[src/rtl/fetch_ctrl_pkg.sv]
// Shared types and helpers for the fetch-stage sequencing controller.
package fetch_ctrl_pkg;

    typedef enum logic [2:0] {
        IDLE,
        FETCH,
        MEM_WAIT,
        CTRL_WAIT,
        REDIRECT
    } fetch_ctrl_state_t;

    localparam logic [3:0] OP_BR  = 4'b0000;
    localparam logic [3:0] OP_JMP = 4'b1100;

    // True when the instruction is a control-flow op that must be resolved by execute.
    function automatic logic is_ctrl_op(input logic [15:0] instr);
        logic [3:0] op;
        op = instr[15:12];
        return (op == OP_BR) || (op == OP_JMP);
    endfunction

endpackage

[src/rtl/fetch_ctrl_if.sv]
// Bundle of decode/execute inputs and fetch-control outputs around fetch_ctrl.
interface fetch_ctrl_if #(
    parameter int unsigned STALL_CNT_W = 16
);
    logic                   instr_valid;
    logic [15:0]            instr_dout;
    logic                   mem_req;
    logic                   complete_data;
    logic                   exec_br_valid;
    logic                   exec_br_taken;
    logic [15:0]            exec_taddr;
    logic                   enable_fetch;
    logic                   enable_updatePC;
    logic                   br_taken;
    logic [15:0]            taddr;
    logic                   ctrl_err;
    logic [STALL_CNT_W-1:0] stall_cycles;

    // Pipeline side: drives instruction/execute status, observes fetch control.
    modport master (
        output instr_valid, instr_dout, mem_req, complete_data,
               exec_br_valid, exec_br_taken, exec_taddr,
        input  enable_fetch, enable_updatePC, br_taken, taddr,
               ctrl_err, stall_cycles
    );

    // Controller side.
    modport slave (
        input  instr_valid, instr_dout, mem_req, complete_data,
               exec_br_valid, exec_br_taken, exec_taddr,
        output enable_fetch, enable_updatePC, br_taken, taddr,
               ctrl_err, stall_cycles
    );
endinterface

[src/rtl/fetch_ctrl_stallcnt.sv]
// Generic saturating up-counter with synchronous clear.
module fetch_ctrl_stallcnt #(
    parameter int unsigned W = 16
) (
    input  logic         clock,
    input  logic         reset,
    input  logic         clear,
    input  logic         inc,
    output logic [W-1:0] count
);

    // Count up on inc, stick at all-ones; clear has priority over inc.
    always_ff @(posedge clock) begin
        if (!reset) begin
            count <= '0;
        end else if (clear) begin
            count <= '0;
        end else if (inc && (count != '1)) begin
            count <= count + W'(1);
        end
    end

endmodule

[src/rtl/fetch_ctrl.sv]
// Fetch-stage sequencing controller: stalls fetch for unresolved BR/JMP and
// for load/store use of the shared memory port, and issues PC redirects.
module fetch_ctrl
    import fetch_ctrl_pkg::*;
#(
    parameter int unsigned CTRL_TIMEOUT = 8,
    parameter int unsigned STALL_CNT_W  = 16
) (
    input logic        clock,
    input logic        reset,
    fetch_ctrl_if.slave bus
);

    localparam int unsigned WCNT_W = (CTRL_TIMEOUT > 1) ? $clog2(CTRL_TIMEOUT) : 1;

    fetch_ctrl_state_t state, state_next;

    logic                   pend_ctrl, pend_next;
    logic [15:0]            taddr_q, taddr_next;
    logic                   err_q, err_next;
    logic                   ef_q, ef_next;
    logic                   upd_q, upd_next;
    logic                   br_q, br_next;
    logic [WCNT_W-1:0]      wcnt;
    logic                   wdog_hit;
    logic                   in_stall;
    logic                   in_ctrl_wait;
    logic [STALL_CNT_W-1:0] stall_q;

    assign in_ctrl_wait = (state == CTRL_WAIT);
    assign in_stall     = (state == MEM_WAIT) || (state == CTRL_WAIT) || (state == REDIRECT);
    assign wdog_hit     = (wcnt == WCNT_W'(CTRL_TIMEOUT - 1));

    // Per-visit wait counter: held at zero outside CTRL_WAIT so each visit starts fresh.
    fetch_ctrl_stallcnt #(.W(WCNT_W)) u_wcnt (
        .clock (clock),
        .reset (reset),
        .clear (!in_ctrl_wait),
        .inc   (in_ctrl_wait),
        .count (wcnt)
    );

    // Performance counter of stalled cycles (IDLE is not a stall).
    fetch_ctrl_stallcnt #(.W(STALL_CNT_W)) u_stall (
        .clock (clock),
        .reset (reset),
        .clear (1'b0),
        .inc   (in_stall),
        .count (stall_q)
    );

    // Next-state, side-state and next-output decode; outputs are decoded from
    // the next state so they can be registered alongside it.
    always_comb begin
        state_next = state;
        pend_next  = pend_ctrl;
        taddr_next = taddr_q;
        err_next   = err_q;

        case (state)
            IDLE: begin
                state_next = FETCH;
            end
            FETCH: begin
                if (bus.mem_req) begin
                    state_next = MEM_WAIT;
                    if (bus.instr_valid && is_ctrl_op(bus.instr_dout)) begin
                        pend_next = 1'b1;
                    end
                end else if (bus.instr_valid && is_ctrl_op(bus.instr_dout)) begin
                    state_next = CTRL_WAIT;
                end
            end
            MEM_WAIT: begin
                if (bus.complete_data) begin
                    state_next = pend_ctrl ? CTRL_WAIT : FETCH;
                    pend_next  = 1'b0;
                end
            end
            CTRL_WAIT: begin
                if (bus.exec_br_valid) begin
                    if (bus.exec_br_taken) begin
                        taddr_next = bus.exec_taddr;
                        state_next = REDIRECT;
                    end else begin
                        state_next = FETCH;
                    end
                end else if (wdog_hit) begin
                    err_next   = 1'b1;
                    state_next = FETCH;
                end
            end
            REDIRECT: begin
                state_next = FETCH;
            end
            default: begin
                state_next = IDLE;
            end
        endcase

        ef_next  = (state_next == FETCH);
        upd_next = (state_next == FETCH) || (state_next == REDIRECT);
        br_next  = (state_next == REDIRECT);
    end

    // State and registered-output update; reset discards any captured target.
    always_ff @(posedge clock) begin
        if (!reset) begin
            state     <= IDLE;
            pend_ctrl <= 1'b0;
            taddr_q   <= '0;
            err_q     <= 1'b0;
            ef_q      <= 1'b0;
            upd_q     <= 1'b0;
            br_q      <= 1'b0;
        end else begin
            state     <= state_next;
            pend_ctrl <= pend_next;
            taddr_q   <= taddr_next;
            err_q     <= err_next;
            ef_q      <= ef_next;
            upd_q     <= upd_next;
            br_q      <= br_next;
        end
    end

    assign bus.enable_fetch    = ef_q;
    assign bus.enable_updatePC = upd_q;
    assign bus.br_taken        = br_q;
    assign bus.taddr           = taddr_q;
    assign bus.ctrl_err        = err_q;
    assign bus.stall_cycles    = stall_q;

endmodule

[src/flat_wrapper.sv]
// flat-port wrapper written by rule: the top's interface ports become plain ports
module fetch_ctrl_flat import fetch_ctrl_pkg::*;
#(
    parameter int unsigned CTRL_TIMEOUT = 8,
    parameter int unsigned STALL_CNT_W  = 16
)
  (clock, reset, bus_instr_valid, bus_instr_dout, bus_mem_req, bus_complete_data, bus_exec_br_valid, bus_exec_br_taken, bus_exec_taddr, bus_enable_fetch, bus_enable_updatePC, bus_br_taken, bus_taddr, bus_ctrl_err, bus_stall_cycles);
  fetch_ctrl_if #(.STALL_CNT_W(STALL_CNT_W)) bus_i ();
  input logic clock;
  input logic reset;
  input wire logic [$bits(bus_i.instr_valid)-1:0] bus_instr_valid;
  input wire logic [$bits(bus_i.instr_dout)-1:0] bus_instr_dout;
  input wire logic [$bits(bus_i.mem_req)-1:0] bus_mem_req;
  input wire logic [$bits(bus_i.complete_data)-1:0] bus_complete_data;
  input wire logic [$bits(bus_i.exec_br_valid)-1:0] bus_exec_br_valid;
  input wire logic [$bits(bus_i.exec_br_taken)-1:0] bus_exec_br_taken;
  input wire logic [$bits(bus_i.exec_taddr)-1:0] bus_exec_taddr;
  output wire logic [$bits(bus_i.enable_fetch)-1:0] bus_enable_fetch;
  output wire logic [$bits(bus_i.enable_updatePC)-1:0] bus_enable_updatePC;
  output wire logic [$bits(bus_i.br_taken)-1:0] bus_br_taken;
  output wire logic [$bits(bus_i.taddr)-1:0] bus_taddr;
  output wire logic [$bits(bus_i.ctrl_err)-1:0] bus_ctrl_err;
  output wire logic [$bits(bus_i.stall_cycles)-1:0] bus_stall_cycles;
  assign bus_i.instr_valid = bus_instr_valid;
  assign bus_i.instr_dout = bus_instr_dout;
  assign bus_i.mem_req = bus_mem_req;
  assign bus_i.complete_data = bus_complete_data;
  assign bus_i.exec_br_valid = bus_exec_br_valid;
  assign bus_i.exec_br_taken = bus_exec_br_taken;
  assign bus_i.exec_taddr = bus_exec_taddr;
  assign bus_enable_fetch = bus_i.enable_fetch;
  assign bus_enable_updatePC = bus_i.enable_updatePC;
  assign bus_br_taken = bus_i.br_taken;
  assign bus_taddr = bus_i.taddr;
  assign bus_ctrl_err = bus_i.ctrl_err;
  assign bus_stall_cycles = bus_i.stall_cycles;
  fetch_ctrl #(.CTRL_TIMEOUT(CTRL_TIMEOUT), .STALL_CNT_W(STALL_CNT_W)) u_core (.clock(clock), .reset(reset), .bus(bus_i));
endmodule
[config.mk]
export PLATFORM = sky130hd
export DESIGN_NAME = fetch_ctrl_flat
export DESIGN_NICKNAME = d
export VERILOG_FILES = /design/src/rtl/fetch_ctrl_pkg.sv /design/src/rtl/fetch_ctrl_if.sv /design/src/rtl/fetch_ctrl_stallcnt.sv /design/src/rtl/fetch_ctrl.sv /design/src/flat_wrapper.sv
export SDC_FILE = /design/constraint.sdc
export NUM_CORES = 1
export LEC_CHECK = 0
export CAP_MARGIN = 20
export CELL_PAD_IN_SITES_DETAIL_PLACEMENT = 1
export CELL_PAD_IN_SITES_GLOBAL_PLACEMENT = 1
export CORE_MARGIN = 2
export CORE_UTILIZATION = 33
export DETAILED_ROUTE_END_ITERATION = 6
export PLACE_DENSITY_LB_ADDON = 0.08
export RECOVER_POWER = 25
export SYNTH_ARGS = -nofsm -noshare
export SYNTH_HDL_FRONTEND = slang
export SYNTH_SLANG_ARGS = --single-unit
[constraint.sdc]
create_clock -name clock -period 3.4 [get_ports clock]
set_clock_uncertainty 0.05 [all_clocks]
set_input_delay 0.85 -clock clock [delete_from_list [all_inputs] [get_ports clock]]
set_output_delay 0.85 -clock clock [all_outputs]
set_load 0.005 [all_outputs]
# Word-level counts from Yosys, hierarchy flattened
# Index checks and enable logic that the tools add are counted.
word_totals:
  register_bits: 43
  output_inout_bits: 36
op_classes:
  addsub: 2
  eq_ne: 13
  mux: 12
  bitwise_logic: 1
  reduce_logical: 15
ops:
  columns: ["operator", "n"]
  rows:
  - ["$mux 3", 6]
  - ["$add 16x1->16 const B", 1]
  - ["$ne 16x16->1 const B", 1]
  - ["$pmux 3 s4", 1]
  - ["$eq 3x3->1 const B", 3]
  - ["$eq 3x1->1 const B", 2]
  - ["$eq 3x2->1 const B", 2]
  - ["$reduce_and 3->1", 2]
  - ["$eq 4x4->1 const B", 1]
  - ["$logic_not 4->1", 1]
  - ["$logic_or 1x1->1", 4]
  - ["$ne 2x2->1 const B", 2]
  - ["$reduce_and 4->1", 1]
  - ["$add 3x1->3 const B", 1]
  - ["$logic_and 1x1->1", 3]
  - ["$logic_not 3->1", 1]
  - ["$mux 1", 3]
  - ["$ne 3x3->1 const B", 1]
  - ["$mux 2", 1]
  - ["$ne 2x1->1 const B", 1]
  - ["$pmux 1 s2", 1]
  - ["$reduce_and 2->1", 1]
  - ["$reduce_bool 2->1", 1]
  - ["$reduce_or 2->1", 1]
  - ["$not 1->1", 1]

# Longest topological paths before layout
# Gate-level depths: netlist of the first run.
depth:
  ltp_word: 8
  ltp_mapped: 6
  depth_no_buf: 5

# By module
# From an unflattened synthesis of the first run, not the netlist that was laid out.
hier_totals:
  hier_cells: 218
  hier_area_um2: 2019.4
by_module_without_submodules:
  columns: ["module", "instances", "cells_per_inst", "area_per_inst_um2", "seq_area_each_um2"]
  rows:
  - ["fetch_ctrl", 1, 114, 1009.7, 480.5]
  - ["fetch_ctrl_stallcnt (u_core.u_stall)", 1, 91, 864.6, 320.3]
  - ["fetch_ctrl_stallcnt (u_core.u_wcnt)", 1, 13, 145.1, 60.1]

# Worst setup path before layout of the first run
# Ideal clock, no wire load.
synth_path:
  path_type: "in2reg"
  start: "input port bus_exec_br_taken"
  end: "register u_core.taddr_q[4] (netlist: u_core.bus.taddr[4])"
  setup_time_ps: 132
  arrival_time_ps: 1635
  path_slack_ps: 1582
  cell_stages: 6
  path_buffers: 2
  cell_sequence: "nand2_1 > or2_2 > clkbuf_1 > clkbuf_1 > nand2_1 > a21oi_1"
synth_between:
  elab_chain_cells: 1
synth_rtl:
  columns: ["element", "line_no", "text"]
  rows:
  - ["start: declaration", "flat_wrapper.sv:16", "input wire logic [$bits(bus_i.exec_br_taken)-1:0] bus_exec_br_taken;"]
  - ["$reduce_and 3->1 (no line)", null, null]
  - ["end signal: assignment", "fetch_ctrl.sv:119", "taddr_q <= taddr_next;"]
  - ["end: declaration", "fetch_ctrl.sv:19", "logic [15:0] taddr_q, taddr_next;"]
# No other way between the ends.
# A chain may end at the register's enable or synchronous reset.

# Final worst setup path of the first run
layout_path:
  start: "input port bus_exec_br_valid"
  end: "register u_core.taddr_q[12] (netlist: u_core.bus.taddr[12])"
layout_between:
  elab_chain_cells: 1
layout_rtl:
  columns: ["element", "line_no", "text"]
  rows:
  - ["start: declaration", "flat_wrapper.sv:15", "input wire logic [$bits(bus_i.exec_br_valid)-1:0] bus_exec_br_valid;"]
  - ["$reduce_and 3->1 (no line)", null, null]
# No other way between the ends.

==> flow_summary_export.csv, run 1 <==
group,metric,value,unit
global_route,grtUsageTotal,16.3,%
finish,fillers,679,
power_and_ir_drop,clockPowerShare,34.3,%
flow_run,max_cap_violations,0,
route,dr.pass1.iters,4,
global_route,grt_util_met3,3.17,%
finish,finish.instance_area,0.00268,mm^2
sta,report.final.slew_viol_count,0,
clocking,htreeDepth,2,
sta,worst_slack,1000,ps
global_route,grt_pass1_wl,8360,um
critical_path,r2r_cells,4,
placement,dpl.cell_count,352,
critical_path,crit_fanout,16,
clocking,clock_latency,290,ps
power_and_ir_drop,power,915,uW
clocking,cts_tree,"built",
global_route,grtUsageMet2,27.4,%
global_route,busiest_layer,"met2",
finish,fin_cells,360,
synth,avgSynthCellArea,8.55,um^2
synth,ys_seq_area_share,45.2,%
critical_path,crit_start,"bus_exec_br_valid",
clocking,clkSlewWorstSetupHoldPaths,80,ps
synth,async_reset_ff_share,0,%
placement,hpwl,3590,um
placement,dpl_cell_area,0.00261,mm^2
sta,final-setup-viol-count,0,
synth,yosys.area.top_type,"dfxtp_1",
route,antenna_left,0,
die,die_h,80.0,um
clocking,clk_path_buf_depth,2,
finish,final_core_util,48.4,%
critical_path,r2r_setup_slack,1240,ps
die,die-area,0.00640,mm^2
critical_path,worstPathArrival,2560,ps
route,via_count,1846,
power_and_ir_drop,p_int,705,uW
placement,port-buffer-count,62,
critical_path,cp_data_required_time,3560,ps
sta,grt_setup_unrepaired,"no",
route,wl,4890,um
synth,yosysMostFrequentCell,"nand2_1",
sta,tightest_slew,932,ps
synth,synth_top_area_share,45.2,%
synth,synthCells,223,
route,via_per_inst,5.13,
power_and_ir_drop,ir_drop,143,uV
synth,synth_commonest_cells,"nand2_1, dfxtp_1, a21oi_1",
sta,fmax,417,MHz
global_route,grt_overflow,0,
outcome,status,"finished, final reports clean",
sta,final-hold-violation-count,0,
critical_path,setup.worst_path.end,"u_core.bus.taddr[12]",
sta,fin_crit,2400,ps
placement,dp_slack,1120,ps
global_route,antenna_found_initial,0,
power_and_ir_drop,switching_share,23.0,%
sta,fin_setup_tns,0,ps
sta,worst_slew_margin_rel,37.8,%
clocking,cts_resized,0,
synth,ys.flop_type,"dfxtp_1",
critical_path,r2r-start,"u_core.state[1]",
power_and_ir_drop,p_per_area,341,mW/mm^2
global_route,grt_max_degree,19,
critical_path,crit_type,"input pin to flip-flop",
die,rows,27,
critical_path,worstSetupStartpointType,"input pin",
synth,syn_nets,265,
synth,ys_top_cells_by_area,"dfxtp_1, nand2_1, a21oi_1",
sta,holdWs,407,ps
clocking,cts_root_buf,"clkbuf_8",
synth,yosys_warnings,0,
route,avgRoutedWirePerCell,13.6,um
synth,yosys_register_bits,43,
critical_path,timing.rr.end,"u_core.u_stall.count[13]",
die,core_area,0.00554,mm^2
die,start_util,34.4,%
sta,post-route-period-util,70.5,%
finish,multiInputGateArea,983,um^2
synth,syn-cell-area,0.00191,mm^2
clocking,cts.sinks,43,
synth,synth_cell_type_count,45,
critical_path,crit_path_end_kind,"flip-flop",
die,die_w,80.0,um
clocking,cts_setup_buffers,0,
route,drtIter0Drc,50,
finish,regArea,861,um^2
die,io-pin-count,75,
global_route,use_met1,21.5,%
finish,layout.nets,329,
clocking,cts_hold_buf,0,
power_and_ir_drop,leakagePower,0.868,nW
placement,gp_congestion,0.727,
clocking,numCtsBuffers,5,
global_route,grt_pass1_vias,1827,
finish,n_antenna_cell,0,
route,drcViolationCount,0,
finish,layout-drive-gt1-share,3.82,%
synth,synth_edf_count,0,
min_path,hold_class,"flip-flop to flip-flop",
power_and_ir_drop,power.switching,211,uW
power_and_ir_drop,p_seq_share,56.8,%
power_and_ir_drop,power_frac_comb,8.9,%
finish,area_delta_synth_final,40.7,%
[routing by layer]
metal | vias up | routed length [um]
met4 | 0 | 26
met2 | 34 | 2360
met5 | - | 0
li1 | 931 | -
met1 | 879 | 2340
met3 | 2 | 160
[critical path, stage by stage]
cell,delay [ps]
dlygate4sd3_1,590
nand2_1,100
or2_0,720
nand2_1,130
a21oi_1,160
[placed cells by master, fill, tap and decap left out, types with 2 or more instances in the layout]
cell type and instances:
nand2_1 46, nand4_1 4, mux2i_1 5, nor2_1 10
nor4_1 4, dfxtp_1 43, o31a_1 2, clkbuf_8 5
or3_1 3, nor3_1 3, nor2b_1 3, o21a_1 2
and3_1 7, inv_1 6, nand2b_1 4, clkbuf_1 5
o311a_1 2, a311oi_1 3, nand3_1 5, o31ai_1 4
o21ai_0 7, dlygate4sd3_1 2, o21bai_1 2, a21oi_1 22
or4_1 4, ha_1 3, clkdlybuf4s50_1 60
[worst min path at each step]
stage / start / end / slack [ps] / cells after the start
finish: u_core.bus.taddr[4] / u_core.bus.taddr[4] / 410 / 2
global route: u_core.bus.taddr[1] / u_core.bus.taddr[1] / 430 / 2
CTS: u_core.bus.taddr[1] / u_core.bus.taddr[1] / 410 / 2
detailed placement: u_core.bus.taddr[1] / u_core.bus.taddr[1] / 400 / 2
global placement: u_core.bus.taddr[8] / u_core.bus.taddr[8] / 390 / 2
floorplan: u_core.bus.taddr[0] / u_core.bus.taddr[0] / 400 / 2
[logic make-up after synthesis]
group           after synthesis  share of synthesized area, %
fa+ha+maj                     3                          1.97
buf+inv                      16                          3.22
simple gates                100                          26.3
mux                           5                          2.63
xor+xnor                      2                         0.919
flops                        43                          45.2
compound gates               54                          19.8
[power by group through the flow]
stage / Sequential (mW) / Combinational (mW) / Clock [mW]
3_3_place_gp: 0.532 / 0.0838 / 0
3_5_place_dp: 0.532 / 0.0841 / 0
6_report: 0.520 / 0.0815 / 0.314
5_1_grt: 0.522 / 0.0905 / 0.351
2_1_floorplan: 0.531 / 0.0310 / 0
4_1_cts: 0.520 / 0.0845 / 0.328
[final cells by class]
class | count | share of cell area, %
Inverter | 7 | 0.980
Timing Repair Buffer | 66 | 23.8
Clock inverter | 1 | 0.187
Multi-Input combinational cell | 164 | 36.7
Sequential cell | 43 | 32.1
Clock buffer | 7 | 2.85
Tap cell | 72 | 3.36
[sequential cells by signal, summed over array words and instances, names as in the netlist]
| signal | flops |
|---|---|
| u_core.bus.ctrl_err | 1 |
| u_core.bus.br_taken | 1 |
| u_core.u_stall.count | 16 |
| u_core.bus.enable_updatePC | 1 |
| u_core.u_wcnt.count | 3 |
| u_core.state | 3 |
| u_core.bus.enable_fetch | 1 |
| u_core.bus.taddr | 16 |
| u_core.pend_ctrl | 1 |
No activity file was read; power rests on OpenSTA's default activity.
==> inputs of run 2 (changes only) <==
- CORE_UTILIZATION: 33 -> 28
- clock period: 3.4 -> 2.1 ns (I/O delays scaled with it)
==> run 2 against run 1 <==
Compared with the run above:
- wire length up 4.6%
- combinational power up 73%
- hold slack better by 0.74 ps
- cell count up 3.6%
- first-iteration DRC count down 4.0%
- flip-flop and latch count unchanged
- global-route usage down 2.0 points
- sequential share of layout area down 1.2 points
- die area up 17%
- clock power up 150%
- largest cell class unchanged
==> flow_summary_export.csv, run 2 (synthesis results as in run 1) <==
group,metric,value,unit
finish,multiInputGateArea,983,um^2
critical_path,critPathTopFamily,"buffers and inverters",
sta,post-route-period-util,89.7,%
critical_path,path_cells,"clkdlybuf4s50_1",
finish,regArea,861,um^2
power_and_ir_drop,leakagePower,0.925,nW
power_and_ir_drop,power,1.75,mW
min_path,hold_class,"flip-flop to flip-flop",
route,dr.pass1.iters,4,
finish,area_delta_synth_final,46.3,%
sta,final-setup-viol-count,0,
route,via_count,1840,
clocking,numCtsBuffers,5,
finish,layout-drive-gt1-share,6.48,%
placement,port-buffer-count,62,
clocking,cts_resized,0,
critical_path,crit_type,"flip-flop to primary output",
clocking,cts_root_buf,"clkbuf_8",
global_route,antenna_found_initial,0,
critical_path,cp_slowest_stage_delay,550,ps
critical_path,r2r-start,"u_core.state[1]",
finish,layout.nets,334,
clocking,htreeDepth,2,
route,antenna_left,0,
critical_path,r2r_cells,5,
critical_path,cp.depth,1,
critical_path,cp_data_required_time,1520,ps
clocking,clk_path_buf_depth,2,
clocking,cts_setup_buffers,0,
die,rows,30,
die,die-area,0.00748,mm^2
finish,fillers,790,
critical_path,worstSetupStartpointType,"flip-flop",
sta,fmax,531,MHz
global_route,grt_pass1_vias,1755,
die,die_h,86.5,um
finish,n_antenna_cell,0,
critical_path,crit_path_end_kind,"primary output",
critical_path,worstPathArrival,1310,ps
finish,fin_cells,373,
global_route,grt_overflow,0,
route,wl,5110,um
critical_path,setup.worst_path.end,"bus_stall_cycles[6]",
critical_path,crit_start,"u_core.u_stall.count[6]",
die,core_area,0.00668,mm^2
finish,final_common_cell,"clkdlybuf4s50_1",
flow_run,max_cap_violations,0,
clocking,cts_tree,"built",
global_route,grtUsageTotal,14.3,%
sta,final-hold-violation-count,0,
sta,fin_crit,1880,ps
sta,report.final.slew_viol_count,0,
sta,worst_slew_margin_rel,53.1,%
placement,gp_congestion,0.738,
sta,tightest_slew,704,ps
route,avgRoutedWirePerCell,13.7,um
clocking,clock_latency,300,ps
sta,grt_setup_unrepaired,"no",
critical_path,worst-path-buf-inv,1,
global_route,grt_max_degree,28,
sta,fin_setup_tns,0,ps
placement,dpl.cell_count,365,
critical_path,r2r_setup_slack,300,ps
outcome,status,"finished, final reports clean",
critical_path,critPathSlowestCell,"clkdlybuf4s50_1",
route,via_per_inst,4.93,
finish,final_cell_mix,"clkdlybuf4s50_1, nand2_1, dfxtp_1, a21oi_1, nor2_1",
power_and_ir_drop,ir_drop,295,uV
clocking,cts_hold_buf,0,
die,die_w,86.5,um
placement,hpwl,3680,um
route,drtIter0Drc,48,
die,start_util,28.5,%
clocking,cts.sinks,43,
power_and_ir_drop,p_per_area,628,mW/mm^2
critical_path,timing.rr.end,"u_core.u_stall.count[7]",
critical_path,crit_fanout,8,
clocking,clkSlewWorstSetupHoldPaths,90,ps
route,drcViolationCount,0,
global_route,grt_pass1_wl,8480,um
die,io-pin-count,75,
run 2: how the worst min path moves through the flow:
stage,from,endpoint,cells past startpoint
floorplan,u_core.bus.taddr[0],u_core.bus.taddr[0],2
global placement,u_core.bus.taddr[9],u_core.bus.taddr[9],2
detailed placement,u_core.bus.taddr[2],u_core.bus.taddr[2],2
CTS,u_core.bus.taddr[2],u_core.bus.taddr[2],2
global route,u_core.bus.taddr[8],u_core.bus.taddr[8],2
finish,u_core.bus.taddr[2],u_core.bus.taddr[2],2
run 2: final cells by class:
cell class / count / share of cell area, %
Clock inverter: 2 / 2.15
Multi-Input combinational cell: 164 / 35.3
Clock buffer: 6 / 2.60
Timing Repair Buffer: 71 / 24.6
Sequential cell: 43 / 30.9
Inverter: 7 / 0.943
Tap cell: 80 / 3.59
run 2: power by group:
| group | switching (mW) | leakage [nW] | internal (mW) |
|---|---|---|---|
| registers | 0.0107 | 0.348 | 0.829 |
| clock network | 0.295 | 0.0654 | 0.476 |
| logic | 0.0575 | 0.512 | 0.0834 |
run 2: routing by layer:
metal  GRT usage [%]  up-vias  wire length, um
met2            23.5       27             2450
met4            5.97        0               86
met1            18.1      869             2410
met5               0        -                0
li1                -      937                -
met3            3.33        7              167
run 2: stage by stage:
| stage | hold WS, ps | utilization [%] | setup WS, ps | instance area (um^2) |
|---|---|---|---|---|
| final | 408 | 41.7 | 216 | 2790 |
| after global routing | 430 | 41.7 | 118 | 2790 |
| after CTS | 412 | 41.8 | 195 | 2790 |
| after detailed placement | 400 | 39.8 | 166 | 2660 |
| after global placement | 394 | 39.8 | 171 | 2660 |
| after floorplan | 403 | - | 292 | 1910 |
